## src/rtl/cordic_nco_scheduler_if.sv

```systemverilog
// Rotator-side bus of the NCO scheduler. The scheduler is the master. It drives the
// clock enable, phase and x/y inputs, and it receives the x/y results.
interface cordic_nco_scheduler_if #(
  parameter int unsigned PW = 24,
  parameter int unsigned IW = 16,
  parameter int unsigned OW = 16
);
  logic          cor_ce;
  logic [PW-1:0] cor_phase;
  logic [IW-1:0] cor_x;
  logic [IW-1:0] cor_y;
  logic [OW-1:0] cor_xo;
  logic [OW-1:0] cor_yo;

  modport master (
    output cor_ce, cor_phase, cor_x, cor_y,
    input  cor_xo, cor_yo
  );

  modport slave (
    input  cor_ce, cor_phase, cor_x, cor_y,
    output cor_xo, cor_yo
  );
endinterface

```

## src/rtl/cordic_nco_scheduler.sv

```systemverilog
// Round-robin time-sharing of one pipelined CORDIC rotator across NCH phase accumulators.
// Define PHASE_DITHER_EN to add 4 LFSR bits of dither to the issued phase LSBs.
module cordic_nco_scheduler #(
  parameter  int unsigned NCH = 4,
  parameter  int unsigned PW  = 24,
  parameter  int unsigned IW  = 16,
  parameter  int unsigned OW  = 16,
  parameter  int unsigned LAT = 20,
  localparam int unsigned CW  = $clog2(NCH)
) (
  input  logic                   clk,
  input  logic                   reset,
  input  logic                   cfg_we,
  input  logic [CW-1:0]          cfg_ch,
  input  logic [PW-1:0]          cfg_freq,
  input  logic [IW-1:0]          cfg_amp,
  input  logic [NCH-1:0]         ch_en,
  cordic_nco_scheduler_if.master cor,
  output logic                   out_valid,
  output logic [CW-1:0]          out_ch,
  output logic [OW-1:0]          out_x,
  output logic [OW-1:0]          out_y
);

  logic [PW-1:0]           acc_q  [NCH];
  logic [PW-1:0]           acc_d  [NCH];
  logic [PW-1:0]           freq_q [NCH];
  logic [PW-1:0]           freq_d [NCH];
  logic [IW-1:0]           amp_q  [NCH];
  logic [IW-1:0]           amp_d  [NCH];
  logic [NCH-1:0]          en_prev_q;
  logic [CW-1:0]           rr_q, rr_d;

  logic [NCH-1:0]          rise;
  logic [NCH-1:0]          elig;
  logic                    grant_v;
  logic [CW-1:0]           grant_ch;
  logic [PW-1:0]           phase_new;

  logic                    issue_v_q, issue_v_d;
  logic [CW-1:0]           issue_ch_q, issue_ch_d;
  logic [PW-1:0]           phase_q, phase_d;
  logic [IW-1:0]           xin_q, xin_d;

  logic [LAT-1:0]          tag_v_q, tag_v_d;
  logic [LAT-1:0][CW-1:0]  tag_ch_q, tag_ch_d;
  logic                    ce;

  logic                    out_valid_q, out_valid_d;
  logic [CW-1:0]           out_ch_q, out_ch_d;
  logic [OW-1:0]           out_x_q, out_x_d;
  logic [OW-1:0]           out_y_q, out_y_d;

  // A channel that has just been enabled spends one cycle having its accumulator
  // cleared. It is not eligible for a grant during that cycle.
  always_comb begin
    rise     = ch_en & ~en_prev_q;
    elig     = ch_en & en_prev_q;
    grant_v  = 1'b0;
    grant_ch = rr_q;
    for (int unsigned i = 0; i < NCH; i++) begin
      if (!grant_v && elig[rr_q + CW'(i)]) begin
        grant_v  = 1'b1;
        grant_ch = rr_q + CW'(i);
      end
    end
  end

`ifdef PHASE_DITHER_EN
  logic [15:0] lfsr_q, lfsr_d;

  always_comb begin
    lfsr_d    = grant_v ? {lfsr_q[14:0], lfsr_q[15] ^ lfsr_q[13] ^ lfsr_q[12] ^ lfsr_q[10]}
                        : lfsr_q;
    phase_new = {acc_q[grant_ch][PW-1:4], acc_q[grant_ch][3:0] + lfsr_q[3:0]};
  end

  always_ff @(posedge clk) begin
    if (reset) lfsr_q <= 16'hACE1;
    else       lfsr_q <= lfsr_d;
  end
`else
  always_comb phase_new = acc_q[grant_ch];
`endif

  // The issue uses the pre-write freq/amp. A config write to the granted channel
  // only affects later issues.
  always_comb begin
    acc_d  = acc_q;
    freq_d = freq_q;
    amp_d  = amp_q;
    for (int unsigned i = 0; i < NCH; i++) begin
      if (rise[CW'(i)]) acc_d[CW'(i)] = '0;
    end
    if (grant_v) acc_d[grant_ch] = acc_q[grant_ch] + freq_q[grant_ch];
    if (cfg_we) begin
      freq_d[cfg_ch] = cfg_freq;
      amp_d[cfg_ch]  = cfg_amp;
    end
    rr_d       = grant_v ? grant_ch + CW'(1) : rr_q;
    issue_v_d  = grant_v;
    issue_ch_d = grant_v ? grant_ch : issue_ch_q;
    phase_d    = grant_v ? phase_new : phase_q;
    xin_d      = grant_v ? amp_q[grant_ch] : xin_q;
  end

  assign ce = issue_v_q | (|tag_v_q);

  // The tags advance only when the rotator advances. The tail tag therefore lines up
  // with cor_xo/cor_yo.
  always_comb begin
    tag_v_d     = tag_v_q;
    tag_ch_d    = tag_ch_q;
    out_valid_d = 1'b0;
    out_ch_d    = out_ch_q;
    out_x_d     = out_x_q;
    out_y_d     = out_y_q;
    if (ce) begin
      tag_v_d  = LAT'({tag_v_q, issue_v_q});
      tag_ch_d = (LAT*CW)'({tag_ch_q, issue_ch_q});
      if (tag_v_q[LAT-1]) begin
        out_valid_d = 1'b1;
        out_ch_d    = tag_ch_q[LAT-1];
        out_x_d     = cor.cor_xo;
        out_y_d     = cor.cor_yo;
      end
    end
  end

  always_ff @(posedge clk) begin
    if (reset) begin
      acc_q       <= '{default: '0};
      freq_q      <= '{default: '0};
      amp_q       <= '{default: '0};
      en_prev_q   <= '0;
      rr_q        <= '0;
      issue_v_q   <= 1'b0;
      issue_ch_q  <= '0;
      phase_q     <= '0;
      xin_q       <= '0;
      tag_v_q     <= '0;
      tag_ch_q    <= '0;
      out_valid_q <= 1'b0;
      out_ch_q    <= '0;
      out_x_q     <= '0;
      out_y_q     <= '0;
    end else begin
      acc_q       <= acc_d;
      freq_q      <= freq_d;
      amp_q       <= amp_d;
      en_prev_q   <= ch_en;
      rr_q        <= rr_d;
      issue_v_q   <= issue_v_d;
      issue_ch_q  <= issue_ch_d;
      phase_q     <= phase_d;
      xin_q       <= xin_d;
      tag_v_q     <= tag_v_d;
      tag_ch_q    <= tag_ch_d;
      out_valid_q <= out_valid_d;
      out_ch_q    <= out_ch_d;
      out_x_q     <= out_x_d;
      out_y_q     <= out_y_d;
    end
  end

  assign cor.cor_ce    = ce;
  assign cor.cor_phase = phase_q;
  assign cor.cor_x     = xin_q;
  assign cor.cor_y     = '0;

  assign out_valid = out_valid_q;
  assign out_ch    = out_ch_q;
  assign out_x     = out_x_q;
  assign out_y     = out_y_q;

endmodule
```

## src/flat_wrapper.sv

```systemverilog
// flat-port wrapper written by rule: the top's interface ports become plain ports
module cordic_nco_scheduler_flat 
#(
  parameter  int unsigned NCH = 4,
  parameter  int unsigned PW  = 24,
  parameter  int unsigned IW  = 16,
  parameter  int unsigned OW  = 16,
  parameter  int unsigned LAT = 20,
  localparam int unsigned CW  = $clog2(NCH)
)
  (clk, reset, cfg_we, cfg_ch, cfg_freq, cfg_amp, ch_en, out_valid, out_ch, out_x, out_y, cor_cor_ce, cor_cor_phase, cor_cor_x, cor_cor_y, cor_cor_xo, cor_cor_yo);
  cordic_nco_scheduler_if #(.PW(PW), .IW(IW), .OW(OW)) cor_i ();
  input  logic clk;
  input  logic reset;
  input  logic cfg_we;
  input  logic [CW-1:0] cfg_ch;
  input  logic [PW-1:0] cfg_freq;
  input  logic [IW-1:0] cfg_amp;
  input  logic [NCH-1:0] ch_en;
  output logic out_valid;
  output logic [CW-1:0] out_ch;
  output logic [OW-1:0] out_x;
  output logic [OW-1:0] out_y;
  output wire logic [$bits(cor_i.cor_ce)-1:0] cor_cor_ce;
  output wire logic [$bits(cor_i.cor_phase)-1:0] cor_cor_phase;
  output wire logic [$bits(cor_i.cor_x)-1:0] cor_cor_x;
  output wire logic [$bits(cor_i.cor_y)-1:0] cor_cor_y;
  input wire logic [$bits(cor_i.cor_xo)-1:0] cor_cor_xo;
  input wire logic [$bits(cor_i.cor_yo)-1:0] cor_cor_yo;
  assign cor_cor_ce = cor_i.cor_ce;
  assign cor_cor_phase = cor_i.cor_phase;
  assign cor_cor_x = cor_i.cor_x;
  assign cor_cor_y = cor_i.cor_y;
  assign cor_i.cor_xo = cor_cor_xo;
  assign cor_i.cor_yo = cor_cor_yo;
  cordic_nco_scheduler #(.NCH(NCH), .PW(PW), .IW(IW), .OW(OW), .LAT(LAT)) u_core (.clk(clk), .reset(reset), .cfg_we(cfg_we), .cfg_ch(cfg_ch), .cfg_freq(cfg_freq), .cfg_amp(cfg_amp), .ch_en(ch_en), .cor(cor_i), .out_valid(out_valid), .out_ch(out_ch), .out_x(out_x), .out_y(out_y));
endmodule
```

## config.mk

```make
export PLATFORM = sky130hd
export DESIGN_NAME = cordic_nco_scheduler_flat
export DESIGN_NICKNAME = d
export VERILOG_FILES = /design/src/rtl/cordic_nco_scheduler_if.sv /design/src/rtl/cordic_nco_scheduler.sv /design/src/flat_wrapper.sv
export SDC_FILE = /design/constraint.sdc
export NUM_CORES = 1
export LEC_CHECK = 0
export ABC_AREA = 0
export BUFFER_PORTS_ARGS = -buffer_cell sky130_fd_sc_hd__buf_4
export CAP_MARGIN = 20
export CORE_MARGIN = 5
export CORE_UTILIZATION = 45
export DETAILED_ROUTE_END_ITERATION = 16
export PLACE_DENSITY = 0.67
export SYNTH_ARGS = -nofsm -noshare
export SYNTH_HDL_FRONTEND = slang
export SYNTH_SLANG_ARGS = --single-unit
export TNS_END_PERCENT = 10
```

## constraint.sdc

```tcl
create_clock -name clk -period 4.53 [get_ports clk]
set_input_delay 0.2265 -clock clk [delete_from_list [all_inputs] [get_ports clk]]
set_output_delay 0.2265 -clock clk [all_outputs]
set_load 0.02 [all_outputs]
```

==> run summary, run 1 <==
status - complete, no violations
grt met3 use - 4.458%
CTS buffer count - 43
number of flops mapped to enable cells by yosys - 0
Total Routing Usage GR - 21.30%
via count - 15530
Synth area leader - dfxtp_1
final std cells w/o fill - 2881
most frequent CP cell - buf_4
pin count of the biggest net entering global routing - 144
RSZ-0062 raised after global routing - true
Worst-path clk slew - 0.06 ns
CP startpoint kind - input port
peak supply drop - 0.2990 mV
Yosys cell types - 62
Avg Cell Area, Syn - 8.207 um^2
highest-delay cell along the critical path - dlygate4sd3_1
per-cell routed wire length - 16.78 um
dpl hpwl - 30.21 mm
placed cell count - 2720
fin crit share - 95.03%
Root Driver - clkbuf_16
synth top area cells - dfxtp_1 46%, nand2_1 9.6%, a21oi_1 9.3%
fin crit period - 4.305 ns
# rows - 72
Fin. Hold Viols - 0
vias in the first global route - 14640
drt first pass iters - 7
post-synthesis cell area - 0.01755 mm^2
Clock Tree Buf Depth - 3
Cell Pwr Density - 440.2 mW/mm^2
Initial Utilization - 45.40%
die height - 207.5 um
Tightest Pin Transition - 1.130 ns
die extent in x - 207.5 um
Crit. End Element - register
register area share after synthesis - 45.64%
GRT overflow - 0
fraction of registers with async set/reset - 0%
kind of critical path - input port to register
CTS tree - yes
initial antenna violation count - 2
Crit path required time - 4.95 ns
met1 Use GR - 28.52%
Area Overhead vs Synth - 23.80%
first-pass GRT wire length - 77.28 mm
Hold WC Path Type - input port to register
CP Cell Sequence - dlygate4sd3_1 -> buf_4 -> and2_1 -> a311oi_2 -> a21oi_4 -> buf_12 -> buf_12 -> buf_4 -> a211oi_1 -> a21oi_1 -> ha_1 -> nor2_1 -> nor2b_1 -> nand3_1 -> o31ai_2 -> o2111ai_2 -> a21oi_2 -> o21ai_0 -> buf_4 -> and3_1 -> o21ai_0 -> buf_4 -> o21ai_0
htree depth - 2
peak per-stage delay on the critical path - 0.56 ns
# IOs - 173
Slew Viols, Final - 0
top cell type's share of synthesized area - 45.64%
post-route ant nets - 0
Syn. warnings - 0
Cells after Synth - 2138
highest net fanout along the worst path - 35
Achievable Freq - 0.2323 GHz
setup violators final - 0
DIE AREA - 0.04304 mm^2
DRC - 0
max-cap violations - 0
vias per cell - 5.392
port buffer count - 156
final net count - 2434
Clock Sinks - 400
met2 usage - 35.30%
routability cong. - 0.8628
Slew HR - 24.67%
Setup Slack @ Placement - 0.01579 ns
share of layout cells above drive strength 1 - 14.74%
Setup WS post-layout - 0.2250 ns
Initial DRC Count - 1166
ys flop type - dfxtp_1
clock network latency to the later pin of the worst-skew pair - 0.57 ns
Core ar. - 0.03865 mm^2
layer with the highest usage - met2
Leakage - 8.418 nW
Arrival @ worst endpoint - 4.72 ns
clk_skew - 0.01643 ns
DRT Wirelength - 48.36 mm
FF+latch count, synth - 400
## power breakdown
group          internal [mW]  total, mW  switching, mW  leakage [nW]
Combinational          0.833       2.12           1.29          4.43
Sequential              3.67       3.75         0.0801          3.24
Clock                   2.25       3.69           1.44         0.742
## sequential cells by signal, indices dropped and copies added (netlist names), 2 cells and up
name and flops:
u_core.acc_q 96, u_core.freq_q 96, u_core.amp_q 64, u_core.out_y 16
u_core.out_ch 2, u_core.rr_q 2, u_core.issue_ch_q 2, u_core.cor.cor_x 16
u_core.out_x 16, u_core.en_prev_q 4, u_core.tag_v_q 20, u_core.cor.cor_phase 24
u_core.tag_ch_q 40
## logic make-up after synthesis
family	share of synthesized area [%]
AND/OR/NAND/NOR	20.91
multiplexers	8.457
flip-flops	45.64
XOR/XNOR	1.098
other	0.02137
buffers and inverters	4.671
AO/OA/AOI/OAI	17.31
adder cells (fa/ha/maj)	1.897
## per-layer routing
| layer | vias to the layer above | wire [um] |
|---|---|---|
| li1 | 7687 | - |
| met1 | 7312 | 21780 |
| met2 | 466 | 22510 |
| met3 | 69 | 3074 |
| met4 | 0 | 990 |
| met5 | - | 0 |
## worst max-delay path, delay by kind of cell
kind / cells / cell delay, ns
compound gates: 10 / 1.85
buf+inv: 7 / 1.57
simple gates: 5 / 0.71
fa+ha+maj: 1 / 0.35
## synth_stat cells, types with 12 or more instances
cell type	n
buf_4	16
o21ai_0	23
xnor2_1	15
mux2i_1	143
nand4_1	15
ha_1	25
a31oi_1	17
nand3_1	75
a211oi_1	81
and2_1	23
a21o_1	12
clkbuf_1	141
a21oi_1	325
dfxtp_1	400
buf_1	19
nor2b_1	82
nor2_1	142
nand2_1	449
## path summary, 6_finish.rpt
path | slack, ns | endpoint | from | depth (start not counted)
setup / recovery | 0.23 | u_core.acc_q[46]$_SDFF_PP0_ | ch_en[1] | 23
hold / removal | 0.16 | u_core.out_y[13]$_SDFFE_PP0P_ | reset | 2
setup reg to reg | 0.24 | u_core.acc_q[23]$_SDFF_PP0_ | u_core.rr_q[0]$_SDFFE_PP0N_ | 17
hold reg to reg | 0.45 | u_core.freq_q[90]$_SDFFE_PP0P_ | u_core.freq_q[90]$_SDFFE_PP0P_ | 2
## final cells by class
type,count,area (um^2)
fill,3502,16920
tap,518,648.1
multi-input combinational,1556,8864
clock inverter,20,271.5
sequential,400,8009
inverter,10,37.54
antenna,2,5.005
clock buffer,59,1227
timing repair buffer,316,2661
## per-stage QoR
stage / utilization (%) / TNS, ns / area (um^2) / total power [mW] / hold slack [ns]
5_1_grt: 56.21 / -0.02776 / 21720 / 9.974 / 0.2014
6_report: 56.21 / 0 / 21720 / 9.562 / 0.1647
4_1_cts: 56.05 / 0 / 21660 / 9.609 / 0.1825
3_5_place_dp: 50.12 / 0 / 19370 / 5.838 / 0.4393
2_1_floorplan: - / -0.01986 / 17620 / 5.079 / 0.3547
3_3_place_gp: 50.12 / 0 / 19370 / 5.810 / 0.4347
## what timing repair did
item | CTS | global route
endpoints found under the hold margin | 196 | 0
setup buffers | 3 | 1
setup endpoints to repair | 5 | 40
gates resized for setup | 0 | 11
hold buffers | 76 | 0
pin swaps | 1 | 1
## cell usage in the layout, fill, tap and decap left out, types with 3 or more instances in the layout
master and count:
a211o_1 4, a211oi_1 80, a21o_1 12, a21oi_1 321, a21oi_2 4, a31o_2 5
a31oi_1 17, and2_1 22, and3_1 3, and4_1 5, buf_12 7, buf_4 231
bufinv_16 6, clkbuf_1 8, clkbuf_16 44, clkbuf_8 7, clkinv_2 10, conb_1 16
dfxtp_1 399, dlygate4sd3_1 76, ha_1 25, inv_1 10, mux2i_1 143, nand2_1 448
nand2b_1 9, nand3_1 75, nand4_1 15, nor2_1 140, nor2b_1 82, nor3_1 9
nor4_1 3, o21a_1 5, o21ai_0 23, o2bb2ai_1 9, o311ai_0 5, o31ai_1 9
xnor2_1 15, xor2_1 7
(Power assumes the default switching activity.)
==> inputs of run 2 (changes only) <==
==> constraint.sdc (replaced) <==
create_clock -name clk -period 4.53 [get_ports clk]
set_input_delay 0.6795 -clock clk [delete_from_list [all_inputs] [get_ports clk]]
set_output_delay 0.6795 -clock clk [all_outputs]
set_load 0.02 [all_outputs]
==> run summary, run 2 (same netlist as run 1, synthesis figures left out) <==
status - complete, no violations
Placed Area - 0.01949 mm^2
critical path's top delay family - compound AO/OA/AOI/OAI gates
Crit path required time - 4.92 ns
area of the multi-input gates - 0.008848 mm^2
DRT Wirelength - 47.87 mm
placed cell count - 2732
Register Area - 0.008009 mm^2
vias in the first global route - 14820
Clock Tree Buf Depth - 3
DIE AREA - 0.04304 mm^2
Crit. End Element - register
# IOs - 173
kind of critical path - register to register
Cell Pwr Density - 444.5 mW/mm^2
fin crit period - 4.160 ns
DRC - 0
drt first pass iters - 5
pin count of the biggest net entering global routing - 115
GRT overflow - 0
Slew Viols, Final - 0
leading cell types in the layout, fill and taps excluded - 447 x nand2_1, 399 x dfxtp_1, 323 x a21oi_1, 241 x buf_4, 143 x mux2i_1
post-route ant nets - 0
CP Cell Sequence - nand2_2 -> a311oi_2 -> a21oi_4 -> buf_4 -> clkbuf_16 -> a211oi_1 -> a21oi_1 -> ha_1 -> nor2b_1 -> nand3_1 -> o31ai_1 -> o2111ai_2 -> nand3b_1 -> a21oi_2 -> nor4bb_1 -> mux2i_1 -> a31oi_1
number of diodes - 0
worst reg2reg setup slack - 0.37 ns
worst hold path startpoint - cor_cor_yo[3]
routability cong. - 0.8643
Initial DRC Count - 1142
Tightest Pin Transition - 1.082 ns
Reg-to-Reg End - u_core.acc_q[16]$_SDFF_PP0_
setup tns final - 0 ns
initial antenna violation count - 1
RSZ-0062 raised after global routing - true
clk_skew - 0.02128 ns
dpl hpwl - 30.33 mm
Total Routing Usage GR - 21.23%
die height - 207.5 um
final core occ - 54.30%
max-cap violations - 0
Finished Cell Area - 0.02099 mm^2
hold_buf cts - 0
Hold WC Path Type - input port to register
Arrival @ worst endpoint - 4.55 ns
met2 usage - 35.57%
final std cells w/o fill - 2812
# rows - 72
per-cell routed wire length - 17.02 um
CTS tree - yes
first-pass GRT wire length - 77.02 mm
share of layout cells above drive strength 1 - 15.30%
die extent in x - 207.5 um
commonest non-fill, non-tap cell in the layout - nand2_1
met1 Use GR - 27.17%
port buffer count - 156
Worst Reg-to-Reg Cells - 17
Initial Utilization - 45.40%
final net count - 2369
Achievable Freq - 0.2404 GHz
clock network latency to the later pin of the worst-skew pair - 0.57 ns
Slew HR - 27.90%
peak per-stage delay on the critical path - 0.42 ns
largest registers - u_core.acc_q (96), u_core.freq_q (96), u_core.amp_q (64)
Crit path buffers/inverters - 2
CTS buffer count - 43
Filler cells - 3538
grt met3 use - 3.914%
peak supply drop - 0.3286 mV
fin crit share - 91.84%
Leakage - 8.135 nW
layer with the highest usage - met2
via count - 15350
Clock Sinks - 400
Core ar. - 0.03865 mm^2
reg2reg start - u_core.en_prev_q[0]$_SDFF_PP0_
highest net fanout along the worst path - 22
Hold Path Stages - 3
Root Driver - clkbuf_16
Fin. Hold Viols - 0
htree depth - 2
Area Overhead vs Synth - 19.60%
CP startpoint kind - register
highest-delay cell along the critical path - nor4bb_1
WHS Endpoint - u_core.out_y[3]$_SDFFE_PP0P_
setup violators final - 0
vias per cell - 5.458
Worst-path clk slew - 0.06 ns
-- run 2: changes by cell type in the layout (fill, tap and decap cells not counted), sizes merged --
cell and change:
dlygate4sd3 -76, buf +10, clkbuf +10, clkinv -6, bufinv -4, diode -2
clkinvlp -1
-- run 2: area by class of cell --
cell class | count | share of cell area, %
clock inverter | 9 | 0.5247
sequential | 400 | 38.16
clock buffer | 68 | 6.296
inverter | 10 | 0.1789
tap | 518 | 3.088
multi-input combinational | 1556 | 42.16
timing repair buffer | 251 | 9.587
-- run 2: metal layers --
layer	wire, um	up-vias
met5	20	-
met1	20880	7261
met4	1531	2
li1	-	7547
met2	22730	433
met3	2696	106
-- run 2: worst max path at each step --
| stage | start | end | slack [ns] | cells past startpoint |
|---|---|---|---|---|
| after detailed placement | ch_en[1] | u_core.acc_q[16]$_SDFF_PP0_ | -0.03 | 19 |
| after global placement | ch_en[1] | u_core.acc_q[16]$_SDFF_PP0_ | 0.01 | 19 |
| after floorplan | ch_en[1] | u_core.acc_q[16]$_SDFF_PP0_ | 0.01 | 22 |
| after CTS | u_core.rr_q[0]$_SDFFE_PP0N_ | u_core.acc_q[46]$_SDFF_PP0_ | 0.34 | 18 |
| final | u_core.en_prev_q[0]$_SDFF_PP0_ | u_core.acc_q[16]$_SDFF_PP0_ | 0.37 | 17 |
| after global routing | u_core.rr_q[0]$_SDFFE_PP0N_ | u_core.acc_q[16]$_SDFF_PP0_ | -0.02 | 18 |
-- run 2: report_power, final --
part | switching, mW | internal [mW] | leakage, nW | total (mW)
sequential | 0.0784 | 3.67 | 3.24 | 3.75
combinational | 1.25 | 0.802 | 4.18 | 2.05
clock | 1.42 | 2.11 | 0.708 | 3.53
-- run 2: tightest hold or removal path, cell delays in order --
cell	delay (ns)
buf_4	0.07
mux2i_1	0.05
nor2_1	0.07
-- run 2: through the flow --
step,setup WS [ns],hold WS [ns],power [mW]
floorplan,0.009636,0.4212,5.106
global placement,0.009986,0.4339,5.786
detailed placement,-0.02513,0.4417,5.829
CTS,0.3415,0.3173,9.362
global route,-0.01792,0.3398,9.742
finish,0.3698,0.3466,9.329
-- run 2: timing repair --
action	CTS	global route
setup endpoints to repair	0	16
resized for setup	0	3
buffers inserted	0	1
